--- src/rtl/wb_arbiter.sv ---
// wb_arbiter
//   Round-robin arbiter that lets N_MASTERS Wishbone masters share one slave.
//   Ownership is locked for as long as the owner keeps CYC high, so block and
//   read-modify-write cycles are never split. A watchdog aborts a stalled
//   access with a one-cycle ERR to the owner when the slave never terminates.
//
// Ports
//   clk, rst_n        : clock (rising edge) and asynchronous active-low reset
//   m_cyc/m_stb/m_we  : per-master request strobes, bit i = master i
//   m_adr/m_dat_ms/m_sel : packed per-master fields, master i at [i*W +: W]
//   m_ack/m_err/m_rty : per-master terminations, only the owner's bit can be set
//   m_dat_sm          : slave read data broadcast to every master
//   s_cyc..s_sel      : request forwarded to the shared slave
//   s_dat_sm, s_ack, s_err, s_rty : slave response
//   grant             : registered one-hot owner, all-zero while idle
module wb_arbiter #(
  parameter int N_MASTERS      = 3,
  parameter int ADR_BITS       = 16,
  parameter int DAT_BITS       = 32,
  parameter int SEL_BITS       = 4,
  parameter int TIMEOUT_CYCLES = 16
) (
  input  logic                          clk,
  input  logic                          rst_n,
  input  logic [N_MASTERS-1:0]          m_cyc,
  input  logic [N_MASTERS-1:0]          m_stb,
  input  logic [N_MASTERS-1:0]          m_we,
  input  logic [N_MASTERS*ADR_BITS-1:0] m_adr,
  input  logic [N_MASTERS*DAT_BITS-1:0] m_dat_ms,
  input  logic [N_MASTERS*SEL_BITS-1:0] m_sel,
  output logic [N_MASTERS-1:0]          m_ack,
  output logic [N_MASTERS-1:0]          m_err,
  output logic [N_MASTERS-1:0]          m_rty,
  output logic [DAT_BITS-1:0]           m_dat_sm,
  output logic                          s_cyc,
  output logic                          s_stb,
  output logic                          s_we,
  output logic [ADR_BITS-1:0]           s_adr,
  output logic [DAT_BITS-1:0]           s_dat_ms,
  output logic [SEL_BITS-1:0]           s_sel,
  input  logic [DAT_BITS-1:0]           s_dat_sm,
  input  logic                          s_ack,
  input  logic                          s_err,
  input  logic                          s_rty,
  output logic [N_MASTERS-1:0]          grant
);

  localparam int IDX_W = $clog2(N_MASTERS);
  localparam int CNT_W = (TIMEOUT_CYCLES > 0) ? $clog2(TIMEOUT_CYCLES + 1) : 1;
  // Saturation point of the watchdog; stays at zero when the watchdog is off.
  localparam logic [CNT_W-1:0] CNT_MAX = CNT_W'((TIMEOUT_CYCLES > 0) ? TIMEOUT_CYCLES - 1 : 0);
  localparam logic [IDX_W-1:0] LAST    = IDX_W'(N_MASTERS - 1);
  localparam logic [N_MASTERS-1:0] ONE = {{(N_MASTERS-1){1'b0}}, 1'b1};

  typedef enum logic [1:0] {IDLE, OWNED, ABORT} state_t;

  state_t           state;
  logic [IDX_W-1:0] owner;
  logic [IDX_W-1:0] rr_ptr;
  logic [CNT_W-1:0] wdog;

  logic [IDX_W-1:0] pick;
  logic             pick_vld;
  logic [IDX_W-1:0] owner_next;
  logic             owned;
  logic             term;
  logic             stall;
  logic             wdog_fire;
  int               idx;

  // Round-robin search: first master with CYC high, starting at rr_ptr.
  always_comb begin
    pick     = '0;
    pick_vld = 1'b0;
    idx      = 0;
    for (int i = 0; i < N_MASTERS; i++) begin
      idx = int'(rr_ptr) + i;
      if (idx >= N_MASTERS) idx = idx - N_MASTERS;
      if (!pick_vld && m_cyc[idx]) begin
        pick     = IDX_W'(idx);
        pick_vld = 1'b1;
      end
    end
  end

  assign owner_next = (owner == LAST) ? '0 : owner + 1'b1;
  assign owned      = (state == OWNED);
  assign term       = s_ack | s_err | s_rty;
  assign stall      = owned && s_stb && !term;
  // A termination in the limit cycle wins because stall is already low then.
  assign wdog_fire  = (TIMEOUT_CYCLES > 0) && (wdog == CNT_MAX) && stall;

  // Request mux: the owner's fields reach the slave only while OWNED, so the
  // ABORT cycle drops CYC/STB and the slave sees the access end.
  always_comb begin
    s_cyc    = 1'b0;
    s_stb    = 1'b0;
    s_we     = 1'b0;
    s_adr    = '0;
    s_dat_ms = '0;
    s_sel    = '0;
    if (owned) begin
      s_cyc    = m_cyc[owner];
      s_stb    = m_stb[owner];
      s_we     = m_we[owner];
      s_adr    = m_adr[owner*ADR_BITS +: ADR_BITS];
      s_dat_ms = m_dat_ms[owner*DAT_BITS +: DAT_BITS];
      s_sel    = m_sel[owner*SEL_BITS +: SEL_BITS];
    end
  end

  // grant is one-hot on the owner, so it doubles as the response steering mask.
  assign m_ack    = (owned && s_ack) ? grant : '0;
  assign m_err    = ((owned && s_err) || (state == ABORT)) ? grant : '0;
  assign m_rty    = (owned && s_rty) ? grant : '0;
  assign m_dat_sm = s_dat_sm;

  always_ff @(posedge clk or negedge rst_n) begin
    if (!rst_n) begin
      state  <= IDLE;
      grant  <= '0;
      owner  <= '0;
      rr_ptr <= '0;
      wdog   <= '0;
    end else begin
      case (state)
        IDLE: begin
          wdog <= '0;
          if (pick_vld) begin
            owner <= pick;
            grant <= ONE << pick;
            state <= OWNED;
          end
        end
        OWNED: begin
          if (!m_cyc[owner]) begin
            grant  <= '0;
            rr_ptr <= owner_next;
            wdog   <= '0;
            state  <= IDLE;
          end else if (wdog_fire) begin
            state <= ABORT;
          end else if (stall) begin
            if (wdog != CNT_MAX) wdog <= wdog + 1'b1;
          end else begin
            wdog <= '0;
          end
        end
        ABORT: begin
          wdog <= '0;
          if (m_cyc[owner]) begin
            state <= OWNED;
          end else begin
            grant  <= '0;
            rr_ptr <= owner_next;
            state  <= IDLE;
          end
        end
        default: begin
          grant <= '0;
          wdog  <= '0;
          state <= IDLE;
        end
      endcase
    end
  end

endmodule

--- config.mk ---
export PLATFORM = sky130hd
export DESIGN_NAME = wb_arbiter
export DESIGN_NICKNAME = d
export VERILOG_FILES = /design/src/rtl/wb_arbiter.sv
export SDC_FILE = /design/constraint.sdc
export NUM_CORES = 1
export LEC_CHECK = 0
export ABC_CLOCK_PERIOD_IN_PS = 2100
export BUFFER_PORTS_ARGS = -buffer_cell sky130_fd_sc_hd__buf_2
export CORE_AREA = 2 2 118 120
export DETAILED_ROUTE_END_ITERATION = 16
export DIE_AREA = 0 0 120 122
export PLACE_DENSITY_LB_ADDON = 0.12
export SLEW_MARGIN = 10
export SYNTH_ARGS = -nofsm -noshare
export SYNTH_HDL_FRONTEND = slang
export SYNTH_SLANG_ARGS = --single-unit
export TNS_END_PERCENT = 1
--- constraint.sdc ---
create_clock -name clk -period 2.1 [get_ports clk]
set_input_delay 0.21 -clock clk [delete_from_list [all_inputs] [get_ports clk]]
set_output_delay 0.21 -clock clk [all_outputs]
set_load 0.03 [all_outputs]
==> results.toml <==
[outcome]
outcome = "finished clean"

[power_and_ir_drop]
power_leakage_nw = 2.10
power_density_nw_per_um2 = 1250
worst_ir_drop_vdd_mv = 0.468

[global_routing]
largest_net_degree_at_the_start_of_global_routing = 59
first_global_vias = 3151
grt_antenna_before_repair = 1
global_route.usage.total_pct = 13.6
grt_first_pass_wirelength_um = 16100
grt_remaining_overflow = 0

[critical_path]
worst_setup_ep_type = "output port"
arrival_ns = 1.81
crit-reg2reg-capture = "owner[0]$_DFFE_PN0P_"
regToRegStartpoint = "rr_ptr[1]$_DFFE_PN0P_"
reg2reg_slack_ns = 0.11
buffers_inverters_on_critical_path = 2
setup.worst_path.end = "s_sel[3]"
cp_data_required_time_ns = 1.89
worstSetupPathType = "flip-flop to output port"
timing.critical_path.max_delay_family = "flip-flops"
start_kind = "flip-flop"
setup.worst_path.start = "owner[1]$_DFFE_PN0P_"
critical_path_depth = 6
crit_path_max_delay_cell_type = "dfrtp_4"
cp_slowest_stage_delay_ns = 0.58
crit_path_cell_trace = "nor2b_4, buf_6, nand2_1, o21ai_0, and2_1, buf_2"
worst-path-max-fanout = 28
worst_r2r_path_depth = 7

[timing]
timing_hold_violations_final = 0
clock-skew-final_ns = 0.00489
final_report_max_slew_violation_count = 0
period_share_pct = 96.0
setup_tns_ns = 0
worst_slew_margin_rel_pct = 74.2
timing.final.setup_violations = 0
worst_slew_pin_slew_ns = 0.383
max_clock_freq_ghz = 0.496
timing.final.crit_period_ns = 2.02
setup_slack_ns = 0.0848

[synth]
post_synth_fa_ha_maj_area_fraction_pct = 4.48
synthArstFlopShare_pct = 100
ys_ff_latch = 14
yosysTopAreaCell = "mux2i_1"
synth-compound-area-share_pct = 16.8
synth_mux_area_share_pct = 21.4
synth_top_cell_area_share_pct = 20.1
synth_cell_type_count = 47
synthTopCellsByArea = "mux2i_1 (20%), dfrtp_1 (13%), and2_1 (12%), buf_4 (10%), o21ai_0 (9.9%)"
ys_seq_area_share_pct = 12.6
synth_warnings = 0
postSynthCellCount = 387
synth_ff_type = "dfrtp_1"
post_synth_most_frequent_cells = "nand2_1 (61), mux2i_1 (56), o21ai_0 (55)"
synth_most_common_cell = "nand2_1"
synth-simple-area-share_pct = 28.9
total_nets_after_synthesis = 599
main_combinational_cell_family_by_area_after_synthesis = "simple AND/OR/NAND/NOR gates"
synth_xor_xnor_area_share_pct = 0.942
syn_area_per_cell_sq_um = 7.21
synth-edff-count = 0
netlist_area_sq_um = 2790

[drt]
routed_via_density = 4.42
route.detailed.drc = 0
detail-route-antenna-nets = 0
vias = 3342
detailedRoute.firstIterationViolations = 133
total_iterations_of_the_first_detailed_routing_run = 4
wl_per_cell_um = 14.4
routed_wl_um = 10900

[die]
start_util_pct = 20.7
io_pins = 301
floorplan.die.width_um = 120
die_h_um = 122
design.core.area_sq_um = 13500
floorplan.die_area_sq_um = 14600
std_cell_rows = 43

[placed_design]
io_buffer_count = 236
finalWeightedCongestion = 0.822
dp_hpwl_um = 8670
dp_slack_ns = 0.0378
placed_cells = 751

[clock_network]
cts.sink_count = 14
worst_setup_hold_path_clk_slew_ns = 0.05
cts-root-to-sink-buffers = 2
cts_tree = "done"
htreeDepth = 1
cts_post_setup_buffers_inserted = 0
numCtsBuffers = 3
worst_skew_pair.late_latency_ns = 0.25
clockRootBuffer = "clkbuf_16"

[flow_run]
max_cap_violations = 0

[min_path]
worst_hold_check_path_type = "primary input to async pin"

[final_layout]
drive_above_1_share_pct = 45.5
final_net_count = 789
stdcell_count = 756
antenna_cells_inserted = 0
finish.utilization_pct = 30.4
areaGrowthSynthToFinish_pct = 47.0
per-stage QoR:
step / hold slack [ns] / instance area (sq um) / total power, mW
6_report: 0.417 / 4100 / 5.14
5_1_grt: 0.420 / 4100 / 5.59
4_1_cts: 0.420 / 4060 / 5.16
3_5_place_dp: 0.147 / 3960 / 4.73
3_3_place_gp: 0.144 / 3960 / 4.71
2_1_floorplan: -0.0856 / 2790 / 3.55
metal layers:
layer | track usage [%] | up-vias | wire length, um
met5 | 0 | - | 10
met4 | 2.35 | 2 | 132
met3 | 2.43 | 17 | 773
met2 | 26.0 | 134 | 5610
met1 | 15.8 | 1519 | 4390
li1 | - | 1670 | -
state kept, by name, summed over array words and instances, names as in the netlist:
| name | flops |
|---|---|
| state | 2 |
| grant | 3 |
| owner | 2 |
| wdog | 5 |
| rr_ptr | 2 |
layout by cell type, fill, tap and decap left out, types with 2 or more instances in the layout:
master     Yosys  layout
and2_1        54      54
nor2b_1        8       7
buf_4         37       2
a31oi_1        2       2
o21ai_2        1       2
a22o_1         2       2
dfrtp_1       14      12
xor2_1         2       2
a2111o_1       2       2
and3_1         9       9
nand2_1       61      61
buf_12         0       6
nand4b_1       2       2
a21oi_1        4       4
buf_2          2     235
nand3b_1       2       2
ha_1          10       7
nor2_1         8       8
ha_2           0       3
mux2i_1       56      56
o21ai_1        3       2
o211ai_1       2       2
inv_1          8       8
clkbuf_16      0       3
o21ai_0       55      55
cell type report:
class,instances,area (sq um)
Inverter,8,30.0
Multi-Input combinational cell,305,2070
Fill cell,1509,9400
Timing Repair Buffer,245,1330
Tap cell,180,225
Sequential cell,14,355
Clock buffer,4,88.8
how the worst min path moves through the flow:
stage | cells after the start | end | slack, ns
2_1_floorplan | 0 | grant[0]$_DFFE_PN0P_ | -0.09
3_3_place_gp | 1 | grant[2]$_DFFE_PN0P_ | 0.14
3_5_place_dp | 1 | grant[2]$_DFFE_PN0P_ | 0.15
4_1_cts | 0 | m_dat_sm[0] | 0.42
5_1_grt | 0 | m_dat_sm[11] | 0.42
6_report | 2 | grant[2]$_DFFE_PN0P_ | 0.42
cell families (layout without fill, tap and decap cells):
| family | count (synthesis) | after routing |
|---|---|---|
| compound gates | 80 | 80 |
| xor+xnor | 3 | 3 |
| fa+ha+maj | 10 | 10 |
| buf+inv | 68 | 257 |
| flops | 14 | 14 |
| mux | 59 | 59 |
| simple gates | 153 | 153 |
repair_timing:
action	in CTS	in global routing
hold buffers	1	0
hold endpoints to repair	14	0
resized for setup	0	9
setup endpoints to repair	0	29
report_power, final:
| group | total (mW) | internal [mW] | leakage (nW) | switching [mW] |
|---|---|---|---|---|
| clock network | 0.402 | 0.289 | 0.0442 | 0.113 |
| registers | 0.453 | 0.348 | 0.183 | 0.105 |
| logic | 4.29 | 1.64 | 1.87 | 2.65 |
| total | 5.14 | 2.27 | 2.10 | 2.87 |
Power figures use the tool's default switching activity.
